===== src/rtl/stopwatch_ctrl.sv =====
// stopwatch_ctrl: button front end, run/pause/clear sequencing, lap capture and display mux for a 3-digit BCD stopwatch.
// Define STOPWATCH_CTRL_DEBOUNCE_EN to insert a DB_CNT-cycle debounce stage after each synchronizer.
module stopwatch_ctrl #(
    parameter int DB_CNT     = 1000000,
    parameter int CLR_CYCLES = 2
) (
    input  logic       clk,
    input  logic       rst_n,
    input  logic       btn_ss,
    input  logic       btn_clr,
    input  logic       btn_lap,
    input  logic [3:0] d2_in,
    input  logic [3:0] d1_in,
    input  logic [3:0] d0_in,
    output logic       go,
    output logic       clr,
    output logic [3:0] disp2,
    output logic [3:0] disp1,
    output logic [3:0] disp0,
    output logic       running,
    output logic       lap_active,
    output logic       max_flag
);
    typedef enum logic [1:0] {IDLE, RUN, PAUSE, CLEAR} state_t;
    state_t      r_state, w_next;
    logic [2:0]  r_s1, r_s2, r_prev, w_lvl, w_pulse;
    logic [3:0]  r_cnt;
    logic [11:0] r_lap, w_d;
    logic        w_ps, w_pc, w_pl, w_hit, w_lap_ok, w_cap, w_rel, w_go, w_clr, w_run;
    always_ff @(posedge clk or negedge rst_n) begin
        if (!rst_n) begin
            r_s1   <= '0;
            r_s2   <= '0;
            r_prev <= '0;
        end else begin
            r_s1   <= {btn_lap, btn_clr, btn_ss};
            r_s2   <= r_s1;
            r_prev <= w_lvl;
        end
    end
`ifdef STOPWATCH_CTRL_DEBOUNCE_EN
    localparam int DW = $clog2(DB_CNT + 1);
    for (genvar i = 0; i < 3; i++) begin : g_db
        logic          r_lvl;
        logic [DW-1:0] r_db_cnt;
        always_ff @(posedge clk or negedge rst_n) begin
            if (!rst_n) begin
                r_lvl    <= 1'b0;
                r_db_cnt <= '0;
            end else if (r_s2[i] == r_lvl) begin
                r_db_cnt <= '0;
            end else if (r_db_cnt == DW'(DB_CNT - 1)) begin
                r_lvl    <= r_s2[i];
                r_db_cnt <= '0;
            end else begin
                r_db_cnt <= r_db_cnt + 1'b1;
            end
        end
        assign w_lvl[i] = r_lvl;
    end
`else
    assign w_lvl = r_s2;
`endif
    assign w_pulse  = w_lvl & ~r_prev;
    assign {w_pl, w_pc, w_ps} = w_pulse;
    assign w_d      = {d2_in, d1_in, d0_in};
    // Auto-stop yields to clear and start/stop, but suppresses a same-cycle lap.
    assign w_hit    = (r_state == RUN) && !w_pc && !w_ps && (w_d == 12'h999);
    assign w_lap_ok = w_pl && !w_pc && !w_hit;
    assign w_cap    = w_lap_ok && (r_state == RUN) && !lap_active;
    assign w_rel    = w_lap_ok && ((r_state == RUN) || (r_state == PAUSE)) && lap_active;
    always_comb begin
        w_next = r_state;
        if (w_pc) w_next = CLEAR;
        else begin
            case (r_state)
                IDLE:    w_next = w_ps ? RUN : IDLE;
                RUN:     w_next = (w_ps || w_hit) ? PAUSE : RUN;
                PAUSE:   w_next = (w_ps && !max_flag) ? RUN : PAUSE;
                default: w_next = (r_cnt == 4'd0) ? IDLE : CLEAR;
            endcase
        end
    end
    always_comb begin
        w_go  = (w_next == RUN);
        w_run = (w_next == RUN);
        w_clr = (w_next == CLEAR);
    end
    always_ff @(posedge clk or negedge rst_n) begin
        if (!rst_n) begin
            r_state <= IDLE;
            r_cnt   <= '0;
            go      <= 1'b0;
            clr     <= 1'b0;
            running <= 1'b0;
        end else begin
            r_state <= w_next;
            r_cnt   <= w_pc ? 4'(CLR_CYCLES - 1) : (r_state == CLEAR && r_cnt != 4'd0) ? r_cnt - 4'd1 : r_cnt;
            go      <= w_go;
            clr     <= w_clr;
            running <= w_run;
        end
    end
    always_ff @(posedge clk or negedge rst_n) begin
        if (!rst_n) begin
            r_lap      <= '0;
            lap_active <= 1'b0;
            max_flag   <= 1'b0;
        end else if (w_pc) begin
            lap_active <= 1'b0;
            max_flag   <= 1'b0;
        end else begin
            if (w_hit) max_flag <= 1'b1;
            if (w_cap) begin
                r_lap      <= w_d;
                lap_active <= 1'b1;
            end else if (w_rel) lap_active <= 1'b0;
        end
    end
    assign {disp2, disp1, disp0} = lap_active ? r_lap : w_d;
endmodule


===== config.mk =====
export PLATFORM = sky130hd
export DESIGN_NAME = stopwatch_ctrl
export DESIGN_NICKNAME = d
export VERILOG_FILES = /design/src/rtl/stopwatch_ctrl.sv
export SDC_FILE = /design/constraint.sdc
export NUM_CORES = 1
export LEC_CHECK = 0
export CAP_MARGIN = 5
export CORE_MARGIN = 4
export CORE_UTILIZATION = 53
export CTS_CLUSTER_DIAMETER = 50
export DETAILED_ROUTE_END_ITERATION = 10
export PLACE_DENSITY = 0.85
export SYNTH_ARGS = -nofsm -noshare
export SYNTH_HDL_FRONTEND = slang
export SYNTH_SLANG_ARGS = --single-unit

===== constraint.sdc =====
create_clock -name clk -period 5.1 [get_ports clk]
set_clock_uncertainty 0.2 [all_clocks]
set_input_delay 1.275 -clock clk [delete_from_list [all_inputs] [get_ports clk]]
set_output_delay 1.275 -clock clk [all_outputs]
set_load 0.03 [all_outputs]

==> flow_summary_export.csv, run 1 <==
group,metric,value,unit
status,status,"complete, no violations",
clock_network,hold_buffers,0,
yosys,synth_cell_types,36,
power_and_ir_drop,pwr-share-comb,42.4,%
power_and_ir_drop,power_frac_clock,20.0,%
layout,fill_cells,187,
clock_network,cts_resized,0,
yosys,yosysSeqAreaShare,50.2,%
clock_network,cts_tree,"yes",
placed_design,io_buffers,33,
placed_design,dpl.hpwl,2.02,mm
layout,final_cell_mix,"clkdlybuf4s50_1, dfrtp_1, mux2_2",
worst_setup_path,startpoint_type,"primary input",
clock_network,root_buffer,"clkbuf_4",
floorplan,start_util,55.6,%
worst_setup_path,cp_max_fo,3,
detailed_routing,initialDrtViolationCount,31,
timing,slew_headroom,59.7,%
yosys,netlist_area,1550,sq um
power_and_ir_drop,ir_drop,0.349,mV
worst_setup_path,cp.arrival,2.59,ns
grt,grt_antenna_before_repair,0,
detailed_routing,drc,0,
placed_design,globalplace.congestion,0.803,
layout,fin_area,1980,sq um
layout,syn2layout_area_growth,27.9,%
layout,num_antenna_cells,0,
yosys,syn_nets,142,
layout,multi_input_area,717,sq um
timing,rsz0062_at_grt,"no",
clock_network,worstSkewPairLatency,0.34,ns
detailed_routing,top_layer_used,"met4",
yosys,synthCells,118,
power_and_ir_drop,sw_frac_of_total,35.5,%
power_and_ir_drop,switchingPower,0.368,mW
detailed_routing,routed_wl,2.86,mm
yosys,synth-seq-cells,31,
grt,grt_max_degree,32,
detailed_routing,met3_length,147,microns
detailed_routing,wl_met1,1.25,mm
clock_network,clkTransAtPathRegs,0.10,ns
layout,ff_latch_area,776,sq um
power_and_ir_drop,powerDensity,524,nW/um^2
layout,mostFrequentLayoutCell,"clkdlybuf4s50_1",
timing,period_needed,4.07,ns
worst_setup_path,end_kind,"primary output",
floorplan,core-area,2780,sq um
clock_network,cts_setup_buffers,0,
detailed_routing,postRouteAntennaNets,0,
grt,grt_usage,17.6,%
timing,fmax,0.246,GHz
run,max-cap-violations,0,
clock_network,htreeDepth,2,
floorplan,die_y,62.0,microns
worst_setup_path,path_class,"in2out",
detailed_routing,dr_total_vias,1007,
detailed_routing,wl_per_cell,15.2,microns
yosys,syn_area_per_cell,13.1,sq um
worst_setup_path,crit_required,3.62,ns
clock_network,cts.path.max_buffers,2,
clock_network,clock-sinks,31,
power_and_ir_drop,power.internal,0.668,mW
timing,period_share,79.8,%
detailed_routing,wl_met2,1.40,mm
power_and_ir_drop,power_leakage,0.893,nW
layout,final_cells,188,
floorplan,num_rows,19,
floorplan,die_x,62.0,microns
yosys,async_flop_share,100,%
yosys,synth_edf_count,0,
hold_path,min_path_cells,0,
yosys,ys.warnings.count,0,
yosys,synth_ff_type,"dfrtp_1",
placed_design,place_inst,180,
placed_design,dpl_cell_area,1890,sq um
clock_network,cts_made_buffers,5,
timing,timing.setup.tns,0,ns
worst_setup_path,ff2ff_path_depth,5,
power_and_ir_drop,seqPwrFrac,37.6,%
grt,overflow,0,
grt,first_global_vias,1058,
detailed_routing,first_pass_iters,4,
grt,grt_pass1_wl,4.80,mm
timing,final-setup-viol-count,0,
floorplan,pin_count,34,
detailed_routing,vias_per_cell,5.36,
timing,worst_pin_slew,0.604,ns
hold_path,hold_path.class,"reg2reg",
layout,fin_nets,180,
layout,drive_above_1_share,21.7,%
timing,hold_viol,0,
floorplan,dieArea,3850,sq um
timing,report.final.slew_viol_count,0,
logic make-up (layout without fill, tap and decap cells):
group,count (synthesis),after routing,synth area share [%]
xor+xnor,3,3,1.70
flops,31,31,50.2
buf+inv,9,48,3.48
fa+ha+maj,7,7,5.66
compound gates,15,15,7.04
mux,24,24,19.7
simple gates,29,29,12.3
area by class of cell:
type | instances | area share [%]
tap | 31 | 1.96
timing repair buffer | 34 | 17.1
sequential | 31 | 39.2
multi-input combinational | 78 | 36.2
clock inverter | 2 | 1.77
inverter | 6 | 1.14
clock buffer | 6 | 2.59
path summary, 6_finish.rpt:
path | from | to | slack (ns)
worst max-delay path | d0_in[2] | disp0[2] | 1.03
worst min-delay path | r_s1[0] | r_s2[0] | 0.16
worst max register to register | r_state[1] | r_lap[1] | 3.10
worst min register to register | r_s1[0] | r_s2[0] | 0.16
max in group asynchronous | rst_n | r_lap[1] | 3.29
min in group asynchronous | rst_n | r_lap[3] | 1.11
through the flow:
| stage | util, % | setup slack [ns] | total power, mW | hold WS (ns) |
|---|---|---|---|---|
| global route | 71.1 | 0.978 | 1.10 | 0.164 |
| detailed placement | 68.0 | 1.01 | 0.831 | 0.135 |
| floorplan | - | 2.02 | 0.697 | 0.131 |
| global placement | 68.0 | 1.03 | 0.817 | 0.132 |
| finish | 71.1 | 1.03 | 1.04 | 0.156 |
| CTS | 71.1 | 1.01 | 1.04 | 0.157 |
cell usage after synthesis (2+ instances only):
| master | n | area, sq um |
|---|---|---|
| inv_1 | 6 | 22.5 |
| ha_1 | 7 | 87.6 |
| mux2_1 | 3 | 33.8 |
| a21oi_1 | 4 | 20.0 |
| and4bb_1 | 3 | 37.5 |
| o21ai_1 | 2 | 10.0 |
| nand2b_1 | 2 | 12.5 |
| nand3_1 | 3 | 15.0 |
| nand2_1 | 5 | 18.8 |
| and3_1 | 2 | 12.5 |
| dfrtp_1 | 31 | 776 |
| a31oi_1 | 2 | 12.5 |
| xor2_1 | 2 | 17.5 |
| nor2_1 | 3 | 11.3 |
| mux2_4 | 9 | 135 |
| nor2b_1 | 3 | 18.8 |
| mux2_2 | 12 | 135 |
worst max-delay path, cell delays in order:
cell             delay [ns]
clkdlybuf4s50_1        0.49
mux2_2                 0.15
clkdlybuf4s50_1        0.67
sequential cells by signal, summed over array words and instances (netlist names):
register,count
r_cnt,4
lap_active,1
r_prev,3
clr,1
r_s1,3
running,1
max_flag,1
r_s2,3
r_state,2
r_lap,12
metal layers:
layer | up-vias | GRT usage, %
li1 | 495 | -
met1 | 483 | 19.6
met2 | 23 | 29.4
met3 | 6 | 6.20
met4 | 0 | 9.39
met5 | - | 0
power by group through the flow:
stage | Sequential (mW) | Clock, mW | Combinational (mW)
floorplan | 0.389 | 0 | 0.308
global placement | 0.389 | 0 | 0.428
detailed placement | 0.392 | 0 | 0.439
CTS | 0.388 | 0.210 | 0.442
global route | 0.401 | 0.222 | 0.478
finish | 0.389 | 0.207 | 0.440
Power figures use the tool's default switching activity.
==> run 2: changes to the inputs <==
--- a/config.mk
+++ b/config.mk
@@ -7,10 +7,10 @@
 export LEC_CHECK = 0
 export CAP_MARGIN = 5
 export CORE_MARGIN = 4
-export CORE_UTILIZATION = 53
+export CORE_UTILIZATION = 50
 export CTS_CLUSTER_DIAMETER = 50
 export DETAILED_ROUTE_END_ITERATION = 10
-export PLACE_DENSITY = 0.85
+export PLACE_DENSITY = 0.81
 export SYNTH_ARGS = -nofsm -noshare
 export SYNTH_HDL_FRONTEND = slang
 export SYNTH_SLANG_ARGS = --single-unit
==> constraint.sdc (replaced) <==
create_clock -name clk -period 4.3 [get_ports clk]
set_clock_uncertainty 0.2 [all_clocks]
set_input_delay 1.075 -clock clk [delete_from_list [all_inputs] [get_ports clk]]
set_output_delay 1.075 -clock clk [all_outputs]
set_load 0.03 [all_outputs]
==> flow_summary_export.csv, run 2 (synthesis gave the netlist of run 1 again) <==
group,metric,value,unit
detailed_routing,initialDrtViolationCount,38,
clock_network,root_buffer,"clkbuf_4",
worst_setup_path,path_class,"in2out",
detailed_routing,vias_per_cell,5.57,
floorplan,die_x,63.6,microns
power_and_ir_drop,pwr-share-comb,46.1,%
clock_network,cts.path.max_buffers,2,
detailed_routing,wl_per_cell,15.8,microns
placed_design,pre_cts_ws,0.613,ns
detailed_routing,dr_total_vias,1048,
power_and_ir_drop,power_frac_clock,13.8,%
status,status,"complete, no violations",
grt,grt_pass1_wl,5.07,mm
timing,fin_ws,0.606,ns
floorplan,num_rows,19,
timing,slew_headroom,26.2,%
placed_design,io_buffers,33,
clock_network,worstSkewPairLatency,0.33,ns
layout,largest_register_ffs,12,
placed_design,globalplace.congestion,0.824,
clock_network,htreeDepth,2,
detailed_routing,first_pass_iters,4,
floorplan,core-area,2850,sq um
grt,grt_max_degree,27,
power_and_ir_drop,ir_drop,0.296,mV
clock_network,clkTransAtPathRegs,0.09,ns
layout,largest-register,"r_lap",
timing,report.final.slew_viol_count,0,
hold_path,hold_path.class,"reg2reg",
detailed_routing,routed_wl,2.97,mm
floorplan,dieArea,4050,sq um
timing,period_share,85.9,%
timing,worst_pin_slew,1.10,ns
grt,first_global_vias,1145,
worst_setup_path,cp_common_cell,"clkdlybuf4s50_1",
grt,overflow,0,
worst_setup_path,reg2reg_from,"r_state[1]",
clock_network,clock-sinks,31,
layout,num_antenna_cells,0,
floorplan,start_util,54.2,%
clock_network,cts_resized,0,
layout,fill_cells,208,
worst_setup_path,end_kind,"primary output",
timing,final-setup-viol-count,0,
layout,fin_nets,180,
worst_setup_path,critical_path.startpoint,"d1_in[2]",
worst_setup_path,cp_max_fo,3,
timing,fmax,0.271,GHz
floorplan,die_y,63.6,microns
worst_setup_path,crit_required,3.02,ns
run,max-cap-violations,0,
worst_setup_path,cp_cell_sequence,"clkdlybuf4s50_1 -> mux2_2 -> clkdlybuf4s50_1",
timing,timing.setup.tns,0,ns
power_and_ir_drop,powerDensity,593,nW/um^2
worst_setup_path,worst-path-buf-inv,2,
power_and_ir_drop,power_leakage,0.874,nW
timing,rsz0062_at_grt,"no",
timing,period_needed,3.69,ns
clock_network,hold_buffers,0,
layout,drive_above_1_share,20.4,%
power_and_ir_drop,power.internal,0.721,mW
hold_path,hold_start,"r_s1[0]",
timing,hold_viol,0,
clock_network,cts_tree,"yes",
placed_design,dpl.hpwl,2.24,mm
worst_setup_path,worst_path_max_delay_cell,"clkdlybuf4s50_1",
grt,grt_usage,16.4,%
detailed_routing,postRouteAntennaNets,0,
layout,final_cell_mix,"clkdlybuf4s50_1, dfrtp_1, mux2_2",
worst_setup_path,cp_top_family,"buffers and inverters",
worst_setup_path,cp.arrival,2.42,ns
layout,mostFrequentLayoutCell,"clkdlybuf4s50_1",
detailed_routing,drc,0,
power_and_ir_drop,sw_frac_of_total,37.4,%
worst_setup_path,startpoint_type,"primary input",
clock_network,cts_made_buffers,5,
floorplan,pin_count,34,
layout,reg.largest.list,"r_lap (12), r_cnt (4)",
power_and_ir_drop,seqPwrFrac,40.2,%
clock_network,cts_setup_buffers,0,
grt,grt_antenna_before_repair,0,
worst_setup_path,slowest_delay,0.67,ns
power_and_ir_drop,switchingPower,0.431,mW
layout,syn2layout_area_growth,25.6,%
-- run 2: cell count changes in the layout (fill, tap and decap cells not counted) --
| cell | delta |
|---|---|
| bufinv_16 | -1 |
| clkbuf_1 | +2 |
| clkbuf_8 | -1 |
-- run 2: final timing paths --
check / to / slack, ns / cells past startpoint
worst min register to register: r_s2[0] / 0.16 / 0
worst min-delay path: r_s2[0] / 0.16 / 0
min in group asynchronous: r_lap[5] / 1.13 / 1
worst max register to register: r_lap[0] / 2.32 / 5
worst max-delay path: disp1[2] / 0.61 / 3
max in group asynchronous: r_cnt[3] / 2.06 / 2
-- run 2: final cells by class --
cell class                      count  area (sq um)  area share [%]
Clock inverter                      1          5.00           0.258
Inverter                            6          22.5            1.16
Clock buffer                        7          45.0            2.32
Sequential cell                    31           776            39.9
Timing Repair Buffer               34           338            17.4
Multi-Input combinational cell     78           717            36.9
Tap cell                           31          38.8            2.00
-- run 2: layer usage --
metal  global-route usage, %  vias to the layer above  routed length, microns
li1                        -                      492                       -
met1                    18.6                      528                    1300
met2                    27.8                       23                    1510
met3                    5.86                        5                     110
met4                    6.47                        0                      45
met5                       0                        -                       0
-- run 2: power by group through the flow --
| stage | Sequential, mW | Combinational [mW] | Clock, mW |
|---|---|---|---|
| 2_1_floorplan | 0.462 | 0.365 | 0 |
| 3_3_place_gp | 0.461 | 0.514 | 0 |
| 3_5_place_dp | 0.467 | 0.531 | 0 |
| 4_1_cts | 0.462 | 0.535 | 0.162 |
| 5_1_grt | 0.477 | 0.573 | 0.180 |
| 6_report | 0.463 | 0.530 | 0.159 |
-- run 2: worst register-to-register path: stages, from the launching register on --
cell and delay (ns):
dfrtp_1 0.42, inv_1 0.10, ha_1 0.26, and2_1 0.25, o211ai_4 0.24, mux2_1 0.39
-- run 2: stage by stage --
stage          power, mW  hold slack, ns  utilization, %  instance area, sq um  std cells
3_3_place_gp       0.975           0.132            66.3                  1890        180
6_report            1.15           0.161            68.1                  1940        188
2_1_floorplan      0.827           0.131               -                  1550        118
5_1_grt             1.23           0.171            68.1                  1940        188
4_1_cts             1.16           0.161            68.1                  1940        188
3_5_place_dp       0.998           0.136            66.3                  1890        180
